$ cat src/rtl/axis_traffic_gen_mc_if.sv
// Multi-channel AXI-Stream bundle: one packed beat per channel, per-channel handshake.
interface axis_traffic_gen_mc_if #(
  parameter int NUM_CH     = 4,
  parameter int DATA_WIDTH = 64
);
  logic [NUM_CH-1:0][DATA_WIDTH-1:0] tdata;
  logic [NUM_CH-1:0]                 tvalid;
  logic [NUM_CH-1:0]                 tlast;
  logic [NUM_CH-1:0]                 tready;

  modport master (output tdata, tvalid, tlast, input tready);
  modport slave  (input tdata, tvalid, tlast, output tready);
endinterface

$ cat src/rtl/axis_traffic_gen_mc.sv
// Multi-channel AXI-Stream traffic generator: NUM_CH framed packet streams plus a run-done flag.
// Define TRAFFIC_GEN_LFSR_EN to compile in the LFSR payload selected by mode.
module axis_tg_ch #(
  parameter int DATA_WIDTH = 64,
  parameter int CH         = 0,
  parameter int PKT_LEN    = 8,
  parameter int NUM_PKTS   = 16,
  parameter int GAP_CYCLES = 0
) (
  input  logic                  clk,
  input  logic                  rst,
  input  logic                  start_acc,
  input  logic                  mode,
  input  logic                  tready,
  output logic [DATA_WIDTH-1:0] tdata,
  output logic                  tvalid,
  output logic                  tlast,
  output logic                  busy,
  output logic                  fin
);
  localparam int BW = $clog2(PKT_LEN) + 1;
  localparam int PW = $clog2(NUM_PKTS) + 1;
  localparam int GW = $clog2(GAP_CYCLES + 1) + 1;

  localparam logic [1:0] S_IDLE = 2'd0;
  localparam logic [1:0] S_SEND = 2'd1;
  localparam logic [1:0] S_GAP  = 2'd2;
  localparam logic [1:0] S_FIN  = 2'd3;

  logic [1:0]    state;
  logic [BW-1:0] beat;
  logic [PW-1:0] pkt;
  logic [31:0]   seq;
  logic [GW-1:0] gap_cnt;
  logic [31:0]   low;
  logic          xfer, last_beat, last_pkt;

  assign tvalid    = (state == S_SEND);
  assign xfer      = tvalid & tready;
  assign last_beat = (beat == BW'(PKT_LEN - 1));
  assign last_pkt  = (pkt == PW'(NUM_PKTS - 1));
  assign tlast     = tvalid & last_beat;
  assign busy      = (state == S_SEND) || (state == S_GAP);
  assign fin       = (state == S_FIN);

  always_ff @(posedge clk) begin
    if (rst) begin
      state   <= S_IDLE;
      beat    <= '0;
      pkt     <= '0;
      seq     <= '0;
      gap_cnt <= '0;
    end else begin
      case (state)
        S_IDLE, S_FIN: if (start_acc) begin
          state   <= S_SEND;
          beat    <= '0;
          pkt     <= '0;
          seq     <= '0;
          gap_cnt <= '0;
        end
        S_SEND: if (xfer) begin
          seq <= seq + 32'd1;
          if (last_beat) begin
            beat <= '0;
            if (last_pkt) state <= S_FIN;
            else begin
              pkt <= pkt + 1'b1;
              if (GAP_CYCLES > 0) begin
                state   <= S_GAP;
                gap_cnt <= '0;
              end
            end
          end else beat <= beat + 1'b1;
        end
        S_GAP: begin
          // gap_cnt counts idle cycles already spent; leave on the last one
          if (int'(gap_cnt) >= GAP_CYCLES - 1) state <= S_SEND;
          else gap_cnt <= gap_cnt + 1'b1;
        end
        default: state <= S_IDLE;
      endcase
    end
  end

`ifdef TRAFFIC_GEN_LFSR_EN
  localparam logic [31:0] LFSR_TAPS = 32'h8020_0003;
  logic [31:0] lfsr;
  logic        mode_q;

  always_ff @(posedge clk) begin
    if (rst) begin
      lfsr   <= '0;
      mode_q <= 1'b0;
    end else if (start_acc) begin
      lfsr   <= 32'hACE1_0000 | 32'(CH + 1);
      mode_q <= mode;
    end else if (xfer) begin
      lfsr <= {1'b0, lfsr[31:1]} ^ (lfsr[0] ? LFSR_TAPS : 32'd0);
    end
  end

  assign low = mode_q ? lfsr : seq;
`else
  logic unused_mode;
  assign unused_mode = mode;
  assign low         = seq;
`endif

  // Payload only drives the bus while a beat is offered; idle lanes read as zero.
  always_comb begin
    tdata = '0;
    if (tvalid) begin
      tdata[DATA_WIDTH-1 -: 8] = 8'(CH);
      tdata[31:0]              = low;
    end
  end
endmodule

module axis_traffic_gen_mc #(
  parameter int DATA_WIDTH = 64,
  parameter int NUM_CH     = 4,
  parameter int PKT_LEN    = 8,
  parameter int NUM_PKTS   = 16,
  parameter int GAP_CYCLES = 0
) (
  input  logic                  clk,
  input  logic                  rst,
  input  logic                  start,
  input  logic                  mode,
  axis_traffic_gen_mc_if.master axis,
  output logic                  done
);
  logic [NUM_CH-1:0][DATA_WIDTH-1:0] tdata;
  logic [NUM_CH-1:0]                 tvalid, tlast, busy, fin;
  logic                              start_acc;

  // A run request is dropped while any lane still has packets outstanding.
  assign start_acc = start & ~(|busy);

  for (genvar g = 0; g < NUM_CH; g++) begin : g_ch
    axis_tg_ch #(
      .DATA_WIDTH(DATA_WIDTH),
      .CH        (g),
      .PKT_LEN   (PKT_LEN),
      .NUM_PKTS  (NUM_PKTS),
      .GAP_CYCLES(GAP_CYCLES)
    ) u_ch (
      .clk      (clk),
      .rst      (rst),
      .start_acc(start_acc),
      .mode     (mode),
      .tready   (axis.tready[g]),
      .tdata    (tdata[g]),
      .tvalid   (tvalid[g]),
      .tlast    (tlast[g]),
      .busy     (busy[g]),
      .fin      (fin[g])
    );
  end

  assign axis.tdata  = tdata;
  assign axis.tvalid = tvalid;
  assign axis.tlast  = tlast;
  assign done        = &fin;
endmodule

$ cat src/flat_wrapper.sv
// flat-port wrapper written by rule: the top's interface ports become plain ports
module axis_traffic_gen_mc_flat 
#(
  parameter int DATA_WIDTH = 64,
  parameter int NUM_CH     = 4,
  parameter int PKT_LEN    = 8,
  parameter int NUM_PKTS   = 16,
  parameter int GAP_CYCLES = 0
)
  (clk, rst, start, mode, done, axis_tdata, axis_tvalid, axis_tlast, axis_tready);
  axis_traffic_gen_mc_if #(.NUM_CH(NUM_CH), .DATA_WIDTH(DATA_WIDTH)) axis_i ();
  input  logic clk;
  input  logic rst;
  input  logic start;
  input  logic mode;
  output logic done;
  output wire logic [$bits(axis_i.tdata)-1:0] axis_tdata;
  output wire logic [$bits(axis_i.tvalid)-1:0] axis_tvalid;
  output wire logic [$bits(axis_i.tlast)-1:0] axis_tlast;
  input wire logic [$bits(axis_i.tready)-1:0] axis_tready;
  assign axis_tdata = axis_i.tdata;
  assign axis_tvalid = axis_i.tvalid;
  assign axis_tlast = axis_i.tlast;
  assign axis_i.tready = axis_tready;
  axis_traffic_gen_mc #(.DATA_WIDTH(DATA_WIDTH), .NUM_CH(NUM_CH), .PKT_LEN(PKT_LEN), .NUM_PKTS(NUM_PKTS), .GAP_CYCLES(GAP_CYCLES)) u_core (.clk(clk), .rst(rst), .start(start), .mode(mode), .axis(axis_i), .done(done));
endmodule
$ cat config.mk
export PLATFORM = sky130hd
export DESIGN_NAME = axis_traffic_gen_mc_flat
export DESIGN_NICKNAME = d
export VERILOG_FILES = /design/src/rtl/axis_traffic_gen_mc_if.sv /design/src/rtl/axis_traffic_gen_mc.sv /design/src/flat_wrapper.sv
export SDC_FILE = /design/constraint.sdc
export NUM_CORES = 1
export LEC_CHECK = 0
export CAP_MARGIN = 20
export CELL_PAD_IN_SITES_DETAIL_PLACEMENT = 2
export CELL_PAD_IN_SITES_GLOBAL_PLACEMENT = 2
export CORE_AREA = 2 2 188 190
export CTS_CLUSTER_SIZE = 28
export DETAILED_ROUTE_END_ITERATION = 12
export DIE_AREA = 0 0 190 192
export GPL_TIMING_DRIVEN = 0
export PLACE_DENSITY = 0.89
export SLEW_MARGIN = 20
export SYNTH_ARGS = -nofsm -noshare
export SYNTH_HDL_FRONTEND = slang
export SYNTH_SLANG_ARGS = --single-unit
$ cat constraint.sdc
create_clock -name clk -period 5.72 [get_ports clk]
set_clock_uncertainty 0.15 [all_clocks]
set_input_delay 0.858 -clock clk [delete_from_list [all_inputs] [get_ports clk]]
set_output_delay 0.858 -clock clk [all_outputs]
set_load 0.01 [all_outputs]
==> metrics.md <==
| Metric | Value |
|---|---|
| Cell taking the most area after synthesis | `dfxtp_1` |
| CTS buffer count | `17` |
| Synth Area in Simple Gates | `0.324` |
| Cell family with most CP delay | `buffers and inverters` |
| Via count | `approximately 9500` |
| Number of synthesis warnings | `0` |
| Final Power | `3710 uW` |
| Worst setup margin | `1620 ps` |
| Slew HR | `0.329` |
| Final setup vio count | `0` |
| Critical-path top delay cell | `clkdlybuf4s50_1` |
| Crit-path max FO | `10` |
| Mux share of post-synthesis cell area | `0.0120` |
| Seq cells post-synth | `approximately 170` |
| Cells on Worst Hold Path | `2` |
| Number of antenna-violating nets in the routed design | `0` |
| Rows | `just under 70` |
| Critical path type | `flop to output port` |
| Initial antenna violation count | `0` |
| Synth cell count leaders | `dfxtp_1, nor2_1, and2_1, buf_4, xor2_1` |
| RR Startpoint | `u_core.g_ch[3].u_ch.state[1]$_SDFFE_PP0P_` |
| Multi-input gate area | `0.00591 mm2` |
| XOR/XNOR Fraction of Synth Area | `0.0984` |
| Total gr overflow | `0` |
| Synth Area in Adders | `0.0294` |
| Worst-path clk slew | `about 70 ps` |
| IR drop worst, VDD | `0.220 mV` |
| Routed vias/inst | `about 4.7` |
| Post-synth EDFFs | `0` |
| Hold_sp | `u_core.g_ch[3].u_ch.pkt[4]$_SDFFE_PP0P_` |
| Critical Path RT | `approximately 4700 ps` |
| Largest net degree at the start of global routing | `19` |
| IO Pins | `roughly 270` |
| DRC | `0` |
| CP endpoint kind | `output port` |
| Design area | `between 0.01 and 0.015 mm2` |
| RSZ-0062 raised after global routing | `no` |
| Reg2reg setup slack | `roughly 2700 ps` |
| Die Height | `192 um` |
| Area after DPL | `0.0127 mm2` |
| Asr flop ratio synth | `0` |
| Seq. cell area | `0.00344 mm2` |
| CTS tree | `yes` |
| R2R depth | `9` |
| Largest family of logic cells by synthesized area | `simple AND/OR/NAND/NOR gates` |
| DP HPWL | `roughly 25000 um` |
| Period utilization | `0.718` |
| H-Tree Level Count | `4` |
| Slew Limit Fails | `0` |
| Clock Latency Late Sink | `440 ps` |
| Max incr delay on CP | `~540 ps` |
| Vias in the first global route | `10400` |
| WL/cell | `16.3 um` |
| Seq/Total Area, Yosys | `0.337` |
| Max clock buf depth | `2` |
| Final hold violations | `0` |
| Power Dens Cells | `278 mW/mm2` |
| Netlist Area Pre-Place | `~0.01 mm2` |
| Fraction of layout cells with a size suffix above 1 | `0.130` |
| Final-layout fill cell count | `just under 4000` |
| Drt total wl | `about 33000 um` |
| Critical path, cell by cell | `ha_1 -> clkbuf_1 -> clkbuf_1 -> clkbuf_1 -> and2_1 -> clkdlybuf4s50_1` |
| Synth-to-Final Area Change | `30.5%` |
| Fin Setup TNS | `0 ps` |
| Cell count after synthesis | `1256` |
| Bufs and invs on worst path | `4` |
| Tot GR Track Use | `0.179` |
| Outcome | `finished, final reports clean` |
| Global-route wire length before repair | `53400 um` |
| Post-Syn Area per Cell | `approximately 8 um2` |
| Die ar. | `around 0.036 mm2` |
| Worst Hold Endpoint | `u_core.g_ch[3].u_ch.pkt[4]$_SDFFE_PP0P_` |
| Worst setup SP type | `flop` |
| DIE WIDTH | `190 um` |
| Fin crit period | `between 4000 and 5000 ps` |
| PortBufs | `between 100 and 150` |
| Crit path top cell by count | `clkbuf_1` |
| Area fraction in compound gates after synthesis | `0.0676` |
| Drt first pass iters | `4` |
| Starting Density | `0.298` |
| Detailed Route Iter0 Violations | `between 200 and 300` |
| Post-CTS setup buffers | `0` |
| Hold Buf Count CTS | `0` |
| Post-Place Setup Slack | `about 2100 ps` |
| Yosys cell types | `66` |
| Worst min path class | `flop to flop` |
| Most common cell in the netlist | `dfxtp_1` |
| Maximum clock rate | `roughly 0.24 GHz` |
| Worst path arrival time | `around 3100 ps` |
| Nets | `roughly 1600` |
| Max_cap viols | `0` |
| Area share of the largest cell type after synthesis | `0.337` |
| Synth top area cells | `dfxtp_1, buf_4, and2_1` |
| Final GP Congestion | `just under 0.8` |
| Clock tree sinks | `172` |
| Number of diodes | `0` |
| CTS resizes | `0` |
| Dominant synthesized flop cell | `dfxtp_1` |
| Root Driver | `clkbuf_16` |
| Leak pwr | `approximately 0.0053 uW` |
| Core Area | `between 0.03 and 0.04 mm2` |
| Slew @ Worst Pin | `1000 ps` |
| Reg-to-reg critical path endpoint | `u_core.g_ch[1].u_ch.low[13]$_SDFFE_PP0P_` |
flip-flops by register name (all words and copies together), names as in the netlist:
name,flops
u_core.g_ch.u_ch.low,128
u_core.g_ch.u_ch.beat,16
u_core.g_ch.u_ch.pkt,20
u_core.g_ch.u_ch.state,8
layout by cell type, fill, tap and decap left out, types with 8 or more instances in the layout:
master	netlist	routed
clkdlybuf4s50_1	0	146
mux2i_1	10	10
a21oi_1	39	39
nand3_1	72	72
xnor2_1	19	19
clkbuf_1	46	46
buf_4	137	137
nand4_1	63	63
or4_1	8	8
inv_1	27	27
or3_1	13	13
nand2_1	76	76
and2_1	137	137
o21ai_0	23	23
and3_1	19	19
nor2_1	158	158
nor4_1	13	13
xor2_1	96	96
dfxtp_1	172	172
conb_1	1	124
and4_1	13	13
clkbuf_16	0	17
ha_1	24	24
nor3_1	9	8
worst max-delay path by stage:
stage / slack [ps] / to / cells past startpoint / start
3_5_place_dp: 2050 / axis_tdata[145] / 6 / u_core.g_ch[2].u_ch.state[0]$_SDFFE_PP0P_
5_1_grt: 1450 / axis_tdata[145] / 6 / u_core.g_ch[2].u_ch.state[0]$_SDFFE_PP0P_
4_1_cts: 1590 / axis_tdata[145] / 6 / u_core.g_ch[2].u_ch.state[0]$_SDFFE_PP0P_
2_1_floorplan: 3260 / axis_tlast[2] / 6 / u_core.g_ch[2].u_ch.state[0]$_SDFFE_PP0P_
6_report: 1620 / axis_tdata[145] / 6 / u_core.g_ch[2].u_ch.state[0]$_SDFFE_PP0P_
3_3_place_gp: 2130 / axis_tdata[145] / 6 / u_core.g_ch[2].u_ch.state[0]$_SDFFE_PP0P_
cell type report:
cell class,instances,share of cell area
well taps,455,0.0426
clock buffers,17,0.0319
clock inverters,15,0.0149
flip-flops and latches,172,0.258
plain buffers,190,0.0929
multi-input cells,989,0.443
inverters,28,0.00787
repair buffers,146,0.109
logic make-up (layout without fill, tap and decap cells):
group | count (synthesis) | count (layout)
xor+xnor | 115 | 115
buf+inv | 218 | 396
flops | 172 | 172
simple gates | 615 | 615
fa+ha+maj | 24 | 24
compound gates | 99 | 99
mux | 12 | 12
other cells | 1 | 124
worst register-to-register path, delay by kind of cell, from the launching register on:
family                   cells  cell delay (ps)
adder cells (fa/ha/maj)      1              260
AND/OR/NAND/NOR              3              810
flip-flops                   1              330
AO/OA/AOI/OAI                1              230
buffers and inverters        4             1110
power breakdown:
part | switching [uW] | internal [uW] | leakage, uW
logic | 776 | 380 | 0.00360
clock network | 584 | 671 | 0.000303
registers | 51.5 | 1240 | 0.00139
total | 1410 | 2290 | 0.00529
metal layers:
layer | share of wire | global-route usage
met1 | 0.43 | 0.214
met2 | 0.53 | 0.336
met3 | 0.027 | 0.0230
met4 | 0.012 | 0.0474
met5 | 0 | 0
through the flow:
stage	hold WS (ps)	instances	utilization
after detailed placement	298	1980	0.371
after global placement	285	1980	0.371
after global routing	366	2012	0.389
after floorplan	275	1379	-
after CTS	324	2012	0.389
final	322	2012	0.389
No activity file was read; power rests on OpenSTA's default activity.
